===== src/rtl/uart_cmd_parser.sv =====
// Line-oriented ASCII command parser fed by a UART receiver byte strobe.
// Assembles terminated lines and decodes menu, toggle and duty-load commands.
`timescale 1ns/1ps
module uart_cmd_parser #(
  parameter int MAXLEN  = 4,
  parameter int TIMEOUT = 1000000,
  parameter int CW      = 20
) (
  input  logic       clk,
  input  logic       rst_n,
  input  logic       rx_valid,
  input  logic [7:0] rx_data,
  output logic       menu_req,
  output logic [2:0] menu_sel,
  output logic [1:0] out_bits,
  output logic [7:0] duty,
  output logic       duty_load,
  output logic       err,
  output logic [1:0] err_code,
  output logic       busy
);

  localparam int LW = $clog2(MAXLEN + 1);
  localparam int IW = $clog2(MAXLEN);

  typedef enum logic [1:0] {S_IDLE, S_COLLECT, S_DISCARD, S_EXEC} state_t;

  // Handshake: rx_valid is a one-cycle strobe with no back-pressure; a byte
  // is consumed in every state on the cycle rx_valid is high.
  state_t          state;
  logic [LW-1:0]   len;
  logic [CW-1:0]   to_cnt;
  logic [7:0]      line_q [MAXLEN];

  logic       is_term;
  logic       timed_out;
  logic       pending;
  logic [7:0] c0, c1, c2;

  assign is_term   = (rx_data == 8'h0D) || (rx_data == 8'h0A);
  assign pending   = (state == S_COLLECT) || (state == S_DISCARD);
  assign timed_out = (to_cnt == CW'(TIMEOUT - 1));
  assign c0 = line_q[0];
  assign c1 = line_q[1];
  assign c2 = line_q[2];

  function automatic logic is_hex(input logic [7:0] c);
    return (c >= 8'h30 && c <= 8'h39) || (c >= 8'h41 && c <= 8'h46) ||
           (c >= 8'h61 && c <= 8'h66);
  endfunction

  // Letters have bit 6 set; their low nibble is 1..6 for A..F / a..f.
  function automatic logic [3:0] hex_nib(input logic [7:0] c);
    return c[6] ? (c[3:0] + 4'd9) : c[3:0];
  endfunction

  always_ff @(posedge clk) begin
    if (!rst_n) begin
      state     <= S_IDLE;
      len       <= '0;
      to_cnt    <= '0;
      menu_req  <= 1'b0;
      menu_sel  <= '0;
      out_bits  <= '0;
      duty      <= '0;
      duty_load <= 1'b0;
      err       <= 1'b0;
      err_code  <= '0;
      busy      <= 1'b0;
    end else begin
      menu_req  <= 1'b0;
      duty_load <= 1'b0;
      err       <= 1'b0;
      if (rx_valid || !pending) to_cnt <= '0;
      else                      to_cnt <= to_cnt + CW'(1);

      case (state)
        S_IDLE: begin
          if (rx_valid && !is_term) begin
            line_q[0] <= rx_data;
            len       <= LW'(1);
            state     <= S_COLLECT;
            busy      <= 1'b1;
          end
        end
        S_COLLECT, S_DISCARD: begin
          if (rx_valid) begin
            if (is_term) begin
              busy <= 1'b0;
              if (state == S_DISCARD) begin
                err      <= 1'b1;
                err_code <= 2'd2;
                len      <= '0;
                state    <= S_IDLE;
              end else begin
                state <= S_EXEC;
              end
            end else if (state == S_COLLECT) begin
              if (len < LW'(MAXLEN)) begin
                line_q[len[IW-1:0]] <= rx_data;
                len                 <= len + LW'(1);
              end else begin
                state <= S_DISCARD;
              end
            end
          end else if (timed_out) begin
            err      <= 1'b1;
            err_code <= 2'd3;
            len      <= '0;
            to_cnt   <= '0;
            state    <= S_IDLE;
            busy     <= 1'b0;
          end
        end
        S_EXEC: begin
          if (len == LW'(1) && c0 >= 8'h31 && c0 <= 8'h35) begin
            menu_req <= 1'b1;
            menu_sel <= c0[2:0];
          end else if (len == LW'(1) && c0 == 8'h36) begin
            out_bits[0] <= ~out_bits[0];
          end else if (len == LW'(1) && c0 == 8'h37) begin
            out_bits[1] <= ~out_bits[1];
          end else if (c0 == 8'h44 || c0 == 8'h64) begin
            if (len == LW'(3) && is_hex(c1) && is_hex(c2)) begin
              duty      <= {hex_nib(c1), hex_nib(c2)};
              duty_load <= 1'b1;
            end else begin
              err      <= 1'b1;
              err_code <= 2'd1;
            end
          end else begin
            err      <= 1'b1;
            err_code <= 2'd0;
          end
          len   <= '0;
          state <= S_IDLE;
          // A byte arriving during EXEC starts the next line immediately.
          if (rx_valid && !is_term) begin
            line_q[0] <= rx_data;
            len       <= LW'(1);
            state     <= S_COLLECT;
            busy      <= 1'b1;
          end
        end
        default: state <= S_IDLE;
      endcase
    end
  end

endmodule


===== config.mk =====
export PLATFORM = sky130hd
export DESIGN_NAME = uart_cmd_parser
export DESIGN_NICKNAME = d
export VERILOG_FILES = /design/src/rtl/uart_cmd_parser.sv
export SDC_FILE = /design/constraint.sdc
export NUM_CORES = 1
export LEC_CHECK = 0
export BUFFER_PORTS_ARGS = -buffer_cell sky130_fd_sc_hd__buf_2
export CAP_MARGIN = 20
export CORE_MARGIN = 8
export CORE_UTILIZATION = 25
export DETAILED_ROUTE_END_ITERATION = 10
export SETUP_SLACK_MARGIN = 0.5
export SYNTH_ARGS = -nofsm -noshare
export SYNTH_HDL_FRONTEND = slang
export SYNTH_SLANG_ARGS = --single-unit

===== constraint.sdc =====
create_clock -name clk -period 4.4 [get_ports clk]
set_clock_uncertainty 0.1 [all_clocks]
set_input_delay 0 -clock clk [delete_from_list [all_inputs] [get_ports clk]]
set_output_delay 0 -clock clk [all_outputs]
set_load 0.01 [all_outputs]

---- After elaboration in Yosys (flattened, before gate mapping) ----
Memory sizes are Yosys's and may differ from the RTL's.
Index checks and enable logic that the tools add are counted.
word-level totals
  flip-flop bits (word level) ............. 44
  memory bits (writable) .................. 32
  bits of input ports ..................... 11
  output and inout port bits .............. 19
  logic and storage cells ................. 173
  memories kept ........................... 1
memory list
  name    words  bits a word  rd ports  clocked after Yosys merged registers in  write ports  line  RTL
  line_q  4      8            3         0                                        1            33    logic [7:0] line_q [MAXLEN];
operators by class
  add/subtract/negate cells ............... 4
  magnitude comparators ................... 15
  equal/unequal tests ..................... 25
  multiplexer cells ....................... 69
  bitwise gates (word level) .............. 9
  reductions and logical operators ........ 38
operators with widths
  cell                   count
  $mux 20                4
  $mux 2                 17
  $ge 8x7->1 const B     4
  $le 8x7->1 const B     4
  $mux 1                 32
  $ge 8x6->1 const B     3
  $le 8x6->1 const B     3
  $mux 3                 7
  $add 20x1->20 const B  1
  $eq 20x20->1 const B   1
  $eq 8x4->1 const B     2
  $eq 8x6->1 const B     2
  $eq 8x7->1 const B     2
  $mux 8                 2
  $ne 4x4->1 const B     4
  $logic_and 1x1->1      13
  $ne 3x3->1 const B     4
  $pmux 3 s3             1
  $add 4x4->4 const B    2
  $logic_or 1x1->1       8
  $mux 4                 2
  $ne 2x2->1 const B     4
  $not 1->1              8
  $reduce_and 4->1       2
  other kinds (22)       28

---- Logic depth before layout (Yosys ltp) ----
Gate-level depths: netlist (run 1).
An unclocked memory read counts as a cell.
  depth after elaboration ................. 13
  mapped depth ............................ 9
  mapped depth without buffers ............ 8

---- Worst setup path after synthesis (run 1) ----
No wires, ideal clock.
  kind .................................... flip-flop to flip-flop
  start point ............................. register state[0]
  end point ............................... memory line_q[0][0], enable pin
  library setup time ...................... 0.420 ns
  arrival time ............................ 2.642 ns
  required time ........................... 3.880 ns
  slack ................................... 1.238 ns
  cell stages (with the launch flop) ...... 7
  buffers on the path ..................... 1
  clock period less this slack ............ 3.162 ns
  cell sequence ........................... dfxtp_1 inv_1 ha_1 clkbuf_1 nor2b_1 nand2_1 a2111oi_0
on the way
  cells in the longest elaborated chain, start to end .. 9
  elaborated cells between the ends (all ways) .. 21
  those cells by class .................... eq/ne: 3; mux: 14; bitwise: 1; reduce/logical: 3
ends and longest elaborated chain
  element                                     line    RTL
  start, declared                             30      state_t state;
  start signal, assigned                      59      state <= S_IDLE;
  start signal, assigned                      82      state <= S_COLLECT;
  start signal, assigned                      94      state <= S_IDLE;
  $eq 2x1->1                                  77, 98
  $mux 1                                      98      end else if (state == S_COLLECT) begin
  $mux 1                                      88      if (is_term) begin
  $mux 1                                      87      if (rx_valid) begin
  $mux 1                                      77      case (state)
  $mux 1                                      58      if (!rst_n) begin
  $mux 1 (implied by the code)                100     line_q[len[IW-1:0]] <= rx_data;
  $reduce_or 8->1 (no line)                   --
  $mux 2 (no line) or $mux 1 (tied branches)  --
  end, declared                               33
Several ways; a longest one is shown, not always the timed one.

---- Worst setup path in the final report (run 1) ----
  start point ............................. input rx_data[1]
  end point ............................... memory line_q[1][5], enable pin
on the way
  cells in the longest elaborated chain, start to end .. 10
  elaborated cells between the ends (all ways) .. 21
  those cells by class .................... eq/ne: 2; mux: 14; bitwise: 1; reduce/logical: 4
ends and longest elaborated chain
  element                                                  line  RTL
  start, declared                                          12    input logic [7:0] rx_data,
  $eq 8x4->1                                               40    assign is_term = (rx_data == 8'h0D) || (rx_data == 8'h0A);
  $logic_or 1x1->1 (*)                                     40
  branches (longest 8 deep; another with $reduce_or 8->1)  --
Every way passes the cells marked *.

==> results.toml, run 1 <==
[sta]
fin_setup_tns_ns = 0
finalCritPeriodShare = 0.661
worst_pin_slew_ns = 1.03
grt_setup_unrepaired = "false"
period_minus_slack_ns = 2.91
final_max_slew_viol_count = 0
setup_violations = 0
relSlewSlack = 0.310
max_freq_ghz = 0.344
hold_violations = 0
setup_ws_ns = 1.49

[hold_path]
worstHoldPathType = "in -> reg"
hold_path_end = "err_code[0]"
min-delay-start = "rx_valid"
min_path_cells = 3

[floorplanning]
core_area_mm2 = 0.0126
start_util = 0.255
num_rows = 41
die_h_um = 129
die_w_um = 129
pin_count = 30
dieArea_mm2 = 0.0168

[setup_path]
path_max_fanout = 8
cp.arrival_ns = 2.76
r2r-end = "line_q[1][5]"
critical_path.top_delay_family = "simple AND/OR/NAND/NOR gates"
path_cells = "dlygate4sd3_1 > buf_2 > and3b_1 > o2111ai_1 > nand2_1 > or3_1 > nor3_1"
crit_buf_inv = 2
start_kind = "input port"
cp_slowest_cell = "nor3_1"
ff2ff_path_depth = 6
critPathRequiredTime_ns = 4.25
crit_path_end_kind = "flip-flop"
slowest_delay_ns = 0.79
r2r_slack_ns = 1.53
r2r_start = "state[0]"
path_class = "in -> reg"

[cts]
cts_tree = "yes"
htreeDepth = 3
cts.sinks = 68
path_clk_slew_ns = 0.06
clk_latency_ns = 0.33
cts_buffer_depth = 2
clockRootBuffer = "clkbuf_16"
cts_setup_buffers = 0
cts_made_buffers = 9

[routing]
firstDrtPassIters = 4
vias = 2416
antenna_left = 0
drc_errors = 0
finalWirelength_um = 7010
wl_per_cell_um = 13.2
via_per_inst = 4.53
dr.first_iter.drc_count = 200

[synthesis]
yosys-top-cells-count = "nor2_1 (47), dfxtp_1 (44), edfxtp_1 (24), nand2_1 (24)"
synth_area_mm2 = 0.00322
syn-instance-count = 318
syn_nets = 345
ys_types = 49
yosys.area.top_type = "dfxtp_1"
synthTopCellsByArea = "dfxtp_1 (27%), edfxtp_1 (22%), ha_1 (6.2%)"
yosysMostFrequentCell = "nor2_1"
synth-edff-count = 24
ys_ff_latch = 68
synthArstFlopShare = 0
ys.flop_type = "dfxtp_1"
syn_area_per_cell_um2 = 10.1
synthDominantCellAreaShare = 0.274
yosysSeqAreaShare = 0.497
yosys_warnings = 0

[power]
power_frac_seq = 0.453
share_comb_of_total_power = 0.079
p_int_mw = 1.15
power_switching_mw = 0.356
ir_drop_mv = 0.160
power_density_mw_per_mm2 = 384
power_mw = 1.51
p_leak_nw = 1.53
pwr-share-clk = 0.469
p_sw_frac = 0.236

[layout]
antenna_cells = 0
seq_area_mm2 = 0.00160
finalNonFillerCells = 533
area_growth_syn_to_layout_pct = 22.0
multi_input_area_mm2 = 0.00153
drive_above_1_share = 0.141
nets = 383
fill_cells = 1314

[grt]
grt.total_usage = 0.0897
grt_pass1_wl_um = 11800
antenna_found_initial = 0
grt_max_degree = 23
overflow = 0
grt_pass1_vias = 2283

[place]
place.gp.congestion = 0.839
hpwl_um = 5140
port_buffers = 29
dp_cells = 507
place_ws_ns = 1.45

[run]
maxCapViolCount = 0

[outcome]
status = "finished, final reports clean"
[how the worst max path moves through the flow]
stage / from / to / cells after the start
global placement: state[1] / line_q[2][1] / 6
floorplan: state[0] / line_q[0][0] / 6
global route: rx_data[1] / line_q[1][4] / 7
CTS: state[0] / line_q[2][1] / 6
finish: rx_data[1] / line_q[1][5] / 7
detailed placement: state[0] / line_q[2][1] / 6
[worst register-to-register path: cells and delay by family, from the launching register on]
family,cells,cell delay [ns]
and+or+nand+nor,4,1.45
adders and majority gates,1,0.49
DFF,1,0.36
buffers and inverters,1,0.09
[per-stage QoR]
stage / hold WS [ns] / cell area [um2] / utilization
6_report: 0.0917 / 3930 / 0.311
5_1_grt: 0.113 / 3930 / 0.311
3_5_place_dp: 0.145 / 3540 / 0.280
3_3_place_gp: 0.141 / 3540 / 0.280
4_1_cts: 0.0717 / 3920 / 0.311
2_1_floorplan: -0.00113 / 3220 / -
[cell usage in the layout (no fill, tap or decap), types with 5 or more instances in the layout]
| master | netlist | routed |
|---|---|---|
| ha_1 | 16 | 16 |
| nor2_1 | 47 | 47 |
| dfxtp_1 | 44 | 44 |
| mux2i_1 | 15 | 15 |
| nand3b_1 | 5 | 5 |
| nand3_1 | 16 | 16 |
| buf_2 | 1 | 30 |
| inv_1 | 11 | 11 |
| edfxtp_1 | 24 | 24 |
| nand2_1 | 24 | 24 |
| nand4_1 | 7 | 7 |
| a21oi_1 | 9 | 9 |
| xnor2_1 | 11 | 11 |
| and3_1 | 5 | 5 |
| dlygate4sd3_1 | 0 | 9 |
| xor2_1 | 14 | 14 |
| o21ai_0 | 5 | 5 |
| nor3_1 | 7 | 7 |
| clkbuf_16 | 0 | 9 |
[cell type report]
class	count	share of cell area
Timing Repair Buffer	40	0.0631
Clock inverter	6	0.0166
Multi-Input combinational cell	226	0.389
Tap cell	172	0.0548
Inverter	11	0.0105
Clock buffer	10	0.0583
Sequential cell	68	0.408
[power groups by stage]
stage / registers [mW] / clock network, mW / logic, mW
finish: 0.683 / 0.708 / 0.119
global route: 0.685 / 0.753 / 0.131
CTS: 0.683 / 0.723 / 0.119
detailed placement: 0.696 / 0 / 0.113
global placement: 0.696 / 0 / 0.109
floorplan: 0.694 / 0 / 0.0744
[registers in the layout, indices dropped and copies added (netlist names)]
name / flops
menu_req: 1
menu_sel: 3
duty_load: 1
err_code: 2
len: 3
state: 2
err: 1
busy: 1
duty: 8
to_cnt: 20
line_q: 24
out_bits: 2
[routing by layer]
| metal | track usage | part of all wire | vias up |
|---|---|---|---|
| met5 | 0 | 0 | - |
| met4 | 0.0430 | 0.020 | 0 |
| met3 | 0.0222 | 0.044 | 9 |
| met2 | 0.132 | 0.43 | 52 |
| met1 | 0.120 | 0.50 | 1154 |
| li1 | - | - | 1201 |
[cells by family after synthesis]
kind of cell    synth area share
flops                      0.497
simple gates               0.219
fa+ha+maj                 0.0622
xor+xnor                  0.0680
buf+inv                   0.0284
mux                       0.0501
compound gates            0.0746
[timing repair]
item                      in CTS  in global routing
resized for setup              0                  0
hold buffers                   9                  0
hold endpoints to repair      29                  0
No activity file was read; power rests on OpenSTA's default activity.
==> run 2: changes to the inputs <==
==> constraint.sdc (replaced) <==
create_clock -name clk -period 2.7 [get_ports clk]
set_clock_uncertainty 0.1 [all_clocks]
set_input_delay 0 -clock clk [delete_from_list [all_inputs] [get_ports clk]]
set_output_delay 0 -clock clk [all_outputs]
set_load 0.01 [all_outputs]
==> results.toml, run 2 (synthesis gave the netlist of run 1 again) <==
[outcome]
status = "finished, final reports clean"

[sta]
period_minus_slack_ns = 2.13
worst_pin_slew_ns = 0.437
hold_violations = 0
finalCritPeriodShare = 0.788
grt_setup_unrepaired = "true"
max_freq_ghz = 0.470
fin_setup_tns_ns = 0
final_max_slew_viol_count = 0
relSlewSlack = 0.708
setup_ws_ns = 0.572
setup_violations = 0

[setup_path]
r2r_slack_ns = 0.57
crit_path_end_kind = "flip-flop"
critPathRequiredTime_ns = 2.64
r2r_start = "state[0]"
path_class = "reg -> reg"
cp.arrival_ns = 2.07
start_kind = "flip-flop"
r2r-end = "line_q[2][2]"
ff2ff_path_depth = 7
path_max_fanout = 8

[layout]
area_growth_syn_to_layout_pct = 27.8
utilization = 0.326
drive_above_1_share = 0.203
largest_reg_flops = 24
antenna_cells = 0
design_area_mm2 = 0.00412
nets = 392
final_cell_mix = "nor2_1 (47), dfxtp_1 (42), buf_2 (29), edfxtp_1 (24), nand2_1 (22)"
layout_commonest_cell = "nor2_1"
top_register = "line_q"
reg_top3 = "line_q (24), to_cnt (20), duty (8)"

[routing]
antenna_left = 0
via_per_inst = 4.43
finalWirelength_um = 7010
wl_per_cell_um = 12.9
drc_errors = 0
firstDrtPassIters = 4
dr.first_iter.drc_count = 194
vias = 2401

[floorplanning]
pin_count = 30
core_area_mm2 = 0.0126
die_w_um = 129
dieArea_mm2 = 0.0168
num_rows = 41
start_util = 0.255
die_h_um = 129

[cts]
htreeDepth = 3
cts_tree = "yes"
cts_made_buffers = 9
cts.sinks = 68
clockRootBuffer = "clkbuf_16"
path_clk_slew_ns = 0.06
cts_buffer_depth = 2
clk_latency_ns = 0.33

[power]
ir_drop_mv = 0.335
power_density_mw_per_mm2 = 613
power_mw = 2.52
p_leak_nw = 1.61

[place]
hpwl_um = 5120
place.gp.congestion = 0.789
dpl-instance-area_mm2 = 0.00363
port_buffers = 29
place_ws_ns = 0.437

[grt]
grt.total_usage = 0.0885
grt_max_degree = 22
antenna_found_initial = 0
overflow = 0
grt_pass1_vias = 2470
grt_pass1_wl_um = 11900

[hold_path]
min_path_cells = 3
min-delay-start = "rx_valid"
hold_path_end = "err_code[0]"
worstHoldPathType = "in -> reg"

[run]
maxCapViolCount = 0
[run 2: cell count changes in the layout (fill, tap and decap cells not counted), moves of 2 or more]
cell and delta:
buf_12 +2, nor3_1 -2, nor3_4 +2, dfxtp_2 +2, buf_4 +7, nand2_1 -2, inv_6 +3, clkinv_2 -2
dfxtp_1 -2, nand2_2 +2
[run 2: stage by stage]
step / instances / hold slack, ns
floorplan: 318 / -0.00113
global placement: 512 / 0.124
detailed placement: 512 / 0.130
CTS: 539 / 0.0743
global route: 542 / 0.120
finish: 542 / 0.0878
[run 2: worst max-delay path by stage]
stage / endpoint / slack [ns] / from / depth (start not counted)
6_report: line_q[2][2] / 0.57 / state[0] / 7
5_1_grt: err_code[0] / 0.44 / to_cnt[6] / 6
4_1_cts: err_code[1] / 0.51 / len[1] / 8
3_5_place_dp: line_q[1][5] / 0.44 / state[0] / 6
3_3_place_gp: err_code[1] / 0.49 / to_cnt[7] / 6
2_1_floorplan: line_q[1][0] / 0.50 / state[0] / 7
[run 2: final cells by class]
cell class / instances / area, um2
timing repair buffer: 49 / 347
clock buffer: 9 / 225
multi-input combinational: 226 / 1600
fill: 1287 / 8500
sequential: 68 / 1600
tap: 172 / 215
inverter: 11 / 41.3
clock inverter: 7 / 81.3
[run 2: layer usage]
metal  track usage  vias to the layer above  share of wire
li1              -                     1217              -
met1         0.106                     1138           0.46
met2         0.153                       39           0.50
met3        0.0181                        7          0.024
met4        0.0335                        0          0.013
met5             0                        -              0
[run 2: where the power goes]
| group | internal [mW] | leakage, nW | switching, mW |
|---|---|---|---|
| Clock | 0.727 | 0.147 | 0.462 |
| Sequential | 1.09 | 0.574 | 0.0239 |
| Combinational | 0.0945 | 0.885 | 0.125 |
[run 2: timing repair]
| action | CTS | global route |
|---|---|---|
| hold buffers | 9 | 0 |
| setup endpoints to repair | 23 | 24 |
| setup buffers | 2 | 3 |
| hold endpoints to repair | 30 | 0 |
| gates cloned | 0 | 0 |
| pin swaps | 4 | 2 |
| resized for setup | 1 | 9 |
[run 2: worst max-delay path, cell delays in order (launching register included)]
cell and delay, ns:
dfxtp_1 0.37, inv_1 0.09, ha_1 0.30, nor2b_4 0.16, nand2_2 0.09, or3_4 0.37
nor3_4 0.20, buf_12 0.15
==> run 3: changes to the inputs <==
==> constraint.sdc (replaced) <==
create_clock -name clk -period 1.96 [get_ports clk]
set_clock_uncertainty 0.1 [all_clocks]
set_input_delay 0 -clock clk [delete_from_list [all_inputs] [get_ports clk]]
set_output_delay 0 -clock clk [all_outputs]
set_load 0.01 [all_outputs]
==> results.toml, run 3 (synthesis gave the netlist of run 1 again) <==
[setup_path]
slowest_delay_ns = 0.54
r2r_start = "to_cnt[15]"
crit_path_end = "state[0]"
path_max_fanout = 3
crit_path_end_kind = "flip-flop"
cp.arrival_ns = 2.16
cp_slowest_cell = "or4b_4"
cp.depth = 7
r2r_slack_ns = -0.09
path_class = "reg -> reg"
path_cells = "or4b_4 > nor3b_4 > buf_4 > a41o_4 > o21ai_2 > nor3_1 > a211oi_1"
critical_path.top_delay_family = "simple AND/OR/NAND/NOR gates"
crit_buf_inv = 1
critPathLaunch = "to_cnt[15]"
critPathRequiredTime_ns = 2.07
ff2ff_path_depth = 7
start_kind = "flip-flop"
r2r-end = "state[0]"

[routing]
dr.first_iter.drc_count = 108
drc_errors = 0
wl_per_cell_um = 13.4
finalWirelength_um = 7880
antenna_left = 0
via_per_inst = 4.41
firstDrtPassIters = 5
vias = 2586

[floorplanning]
dieArea_mm2 = 0.0168
die_h_um = 129
num_rows = 41
core_area_mm2 = 0.0126
pin_count = 30
die_w_um = 129
start_util = 0.255

[grt]
grt_max_degree = 22
overflow = 0
grt_pass1_wl_um = 13300
grt.total_usage = 0.102
antenna_found_initial = 0
grt_pass1_vias = 2662

[cts]
cts.sinks = 68
path_clk_slew_ns = 0.06
cts_made_buffers = 9
cts_tree = "yes"
cts_buffer_depth = 2
clk_latency_ns = 0.33
clockRootBuffer = "clkbuf_16"
htreeDepth = 3

[sta]
final_max_slew_viol_count = 0
setup_ws_ns = -0.0853
worst_pin_slew_ns = 0.587
period_minus_slack_ns = 2.05
setup_violations = 16
grt_setup_unrepaired = "true"
relSlewSlack = 0.608
hold_slack_ns = 0.0725
finalCritPeriodShare = 1.04
max_freq_ghz = 0.489
hold_violations = 0
fin_setup_tns_ns = -0.559

[power]
power_frac_seq = 0.410
power_switching_mw = 0.885
p_leak_nw = 1.87
ir_drop_mv = 0.598
share_comb_of_total_power = 0.127
p_int_mw = 2.84
pwr-share-clk = 0.463
power_density_mw_per_mm2 = 781
p_sw_frac = 0.237

[layout]
top_register = "line_q"
final_cell_mix = "buf_4 (42), dfxtp_1 (38), nor2_1 (30), buf_2 (29), edfxtp_1 (24)"
drive_above_1_share = 0.386
nets = 436
area_growth_syn_to_layout_pct = 48.3
layout_commonest_cell = "buf_4"
reg_top3 = "line_q (24), to_cnt (20), duty (8)"
design_area_mm2 = 0.00477
utilization = 0.378
antenna_cells = 0
largest_reg_flops = 24

[outcome]
violations = "negative setup slack"
status = "complete, but fails checks"

[run]
maxCapViolCount = 0

[place]
place.gp.congestion = 0.763
port_buffers = 29
hpwl_um = 5640
dpl-instance-area_mm2 = 0.00405
place_ws_ns = -0.126

[hold_path]
worstHoldPathType = "in -> reg"
run 3: worst min path at each step:
stage,cells past startpoint,from,to
after global routing,3,rx_valid,err_code[0]
final,3,rx_valid,err_code[0]
after floorplan,0,rx_data[0],line_q[0][0]
after detailed placement,1,rx_data[6],line_q[2][6]
after global placement,1,rx_data[7],line_q[2][7]
after CTS,3,rx_valid,err_code[0]
run 3: final cells by class:
class	instances	area [um2]
fill	1222	7850
clock inverter	6	87.6
inverter	11	43.8
clock buffer	10	229
multi-input combinational	229	1890
sequential	68	1610
tap	172	215
timing repair buffer	90	699
run 3: power groups by stage:
stage | combinational, mW | sequential [mW] | clock (mW)
final | 0.474 | 1.53 | 1.73
after global routing | 0.516 | 1.53 | 1.83
after CTS | 0.466 | 1.53 | 1.77
after detailed placement | 0.375 | 1.55 | 0
after global placement | 0.366 | 1.56 | 0
after floorplan | 0.222 | 1.56 | 0
run 3: worst reg2reg max path: cells and delay by family, from the launching register on:
family                 cells  cell delay (ns)
AND/OR/NAND/NOR            3             0.97
buffers and inverters      1             0.17
flip-flops                 1             0.31
AO/OA/AOI/OAI              3             0.38
run 3: through the flow:
step                total power, mW  std cells
finish                         3.73        586
global route                   3.87        586
CTS                            3.76        584
detailed placement             1.93        552
global placement               1.92        552
floorplan                      1.79        318
run 3: per-layer routing:
metal	GRT usage	vias up	share of wire
met1	0.120	1225	0.46
met5	0	-	0
met3	0.0279	10	0.039
met2	0.172	33	0.48
li1	-	1318	-
met4	0.0430	0	0.018
run 3: repair_timing:
action | 4_1_cts | 5_1_grt
setup buffers | 5 | 2
resized for setup | 32 | 23
cloned | 3 | 0
pin swaps | 11 | 10
endpoints found under the hold margin | 24 | 0
endpoints found under the setup margin | 68 | 68
hold buffers | 8 | 0
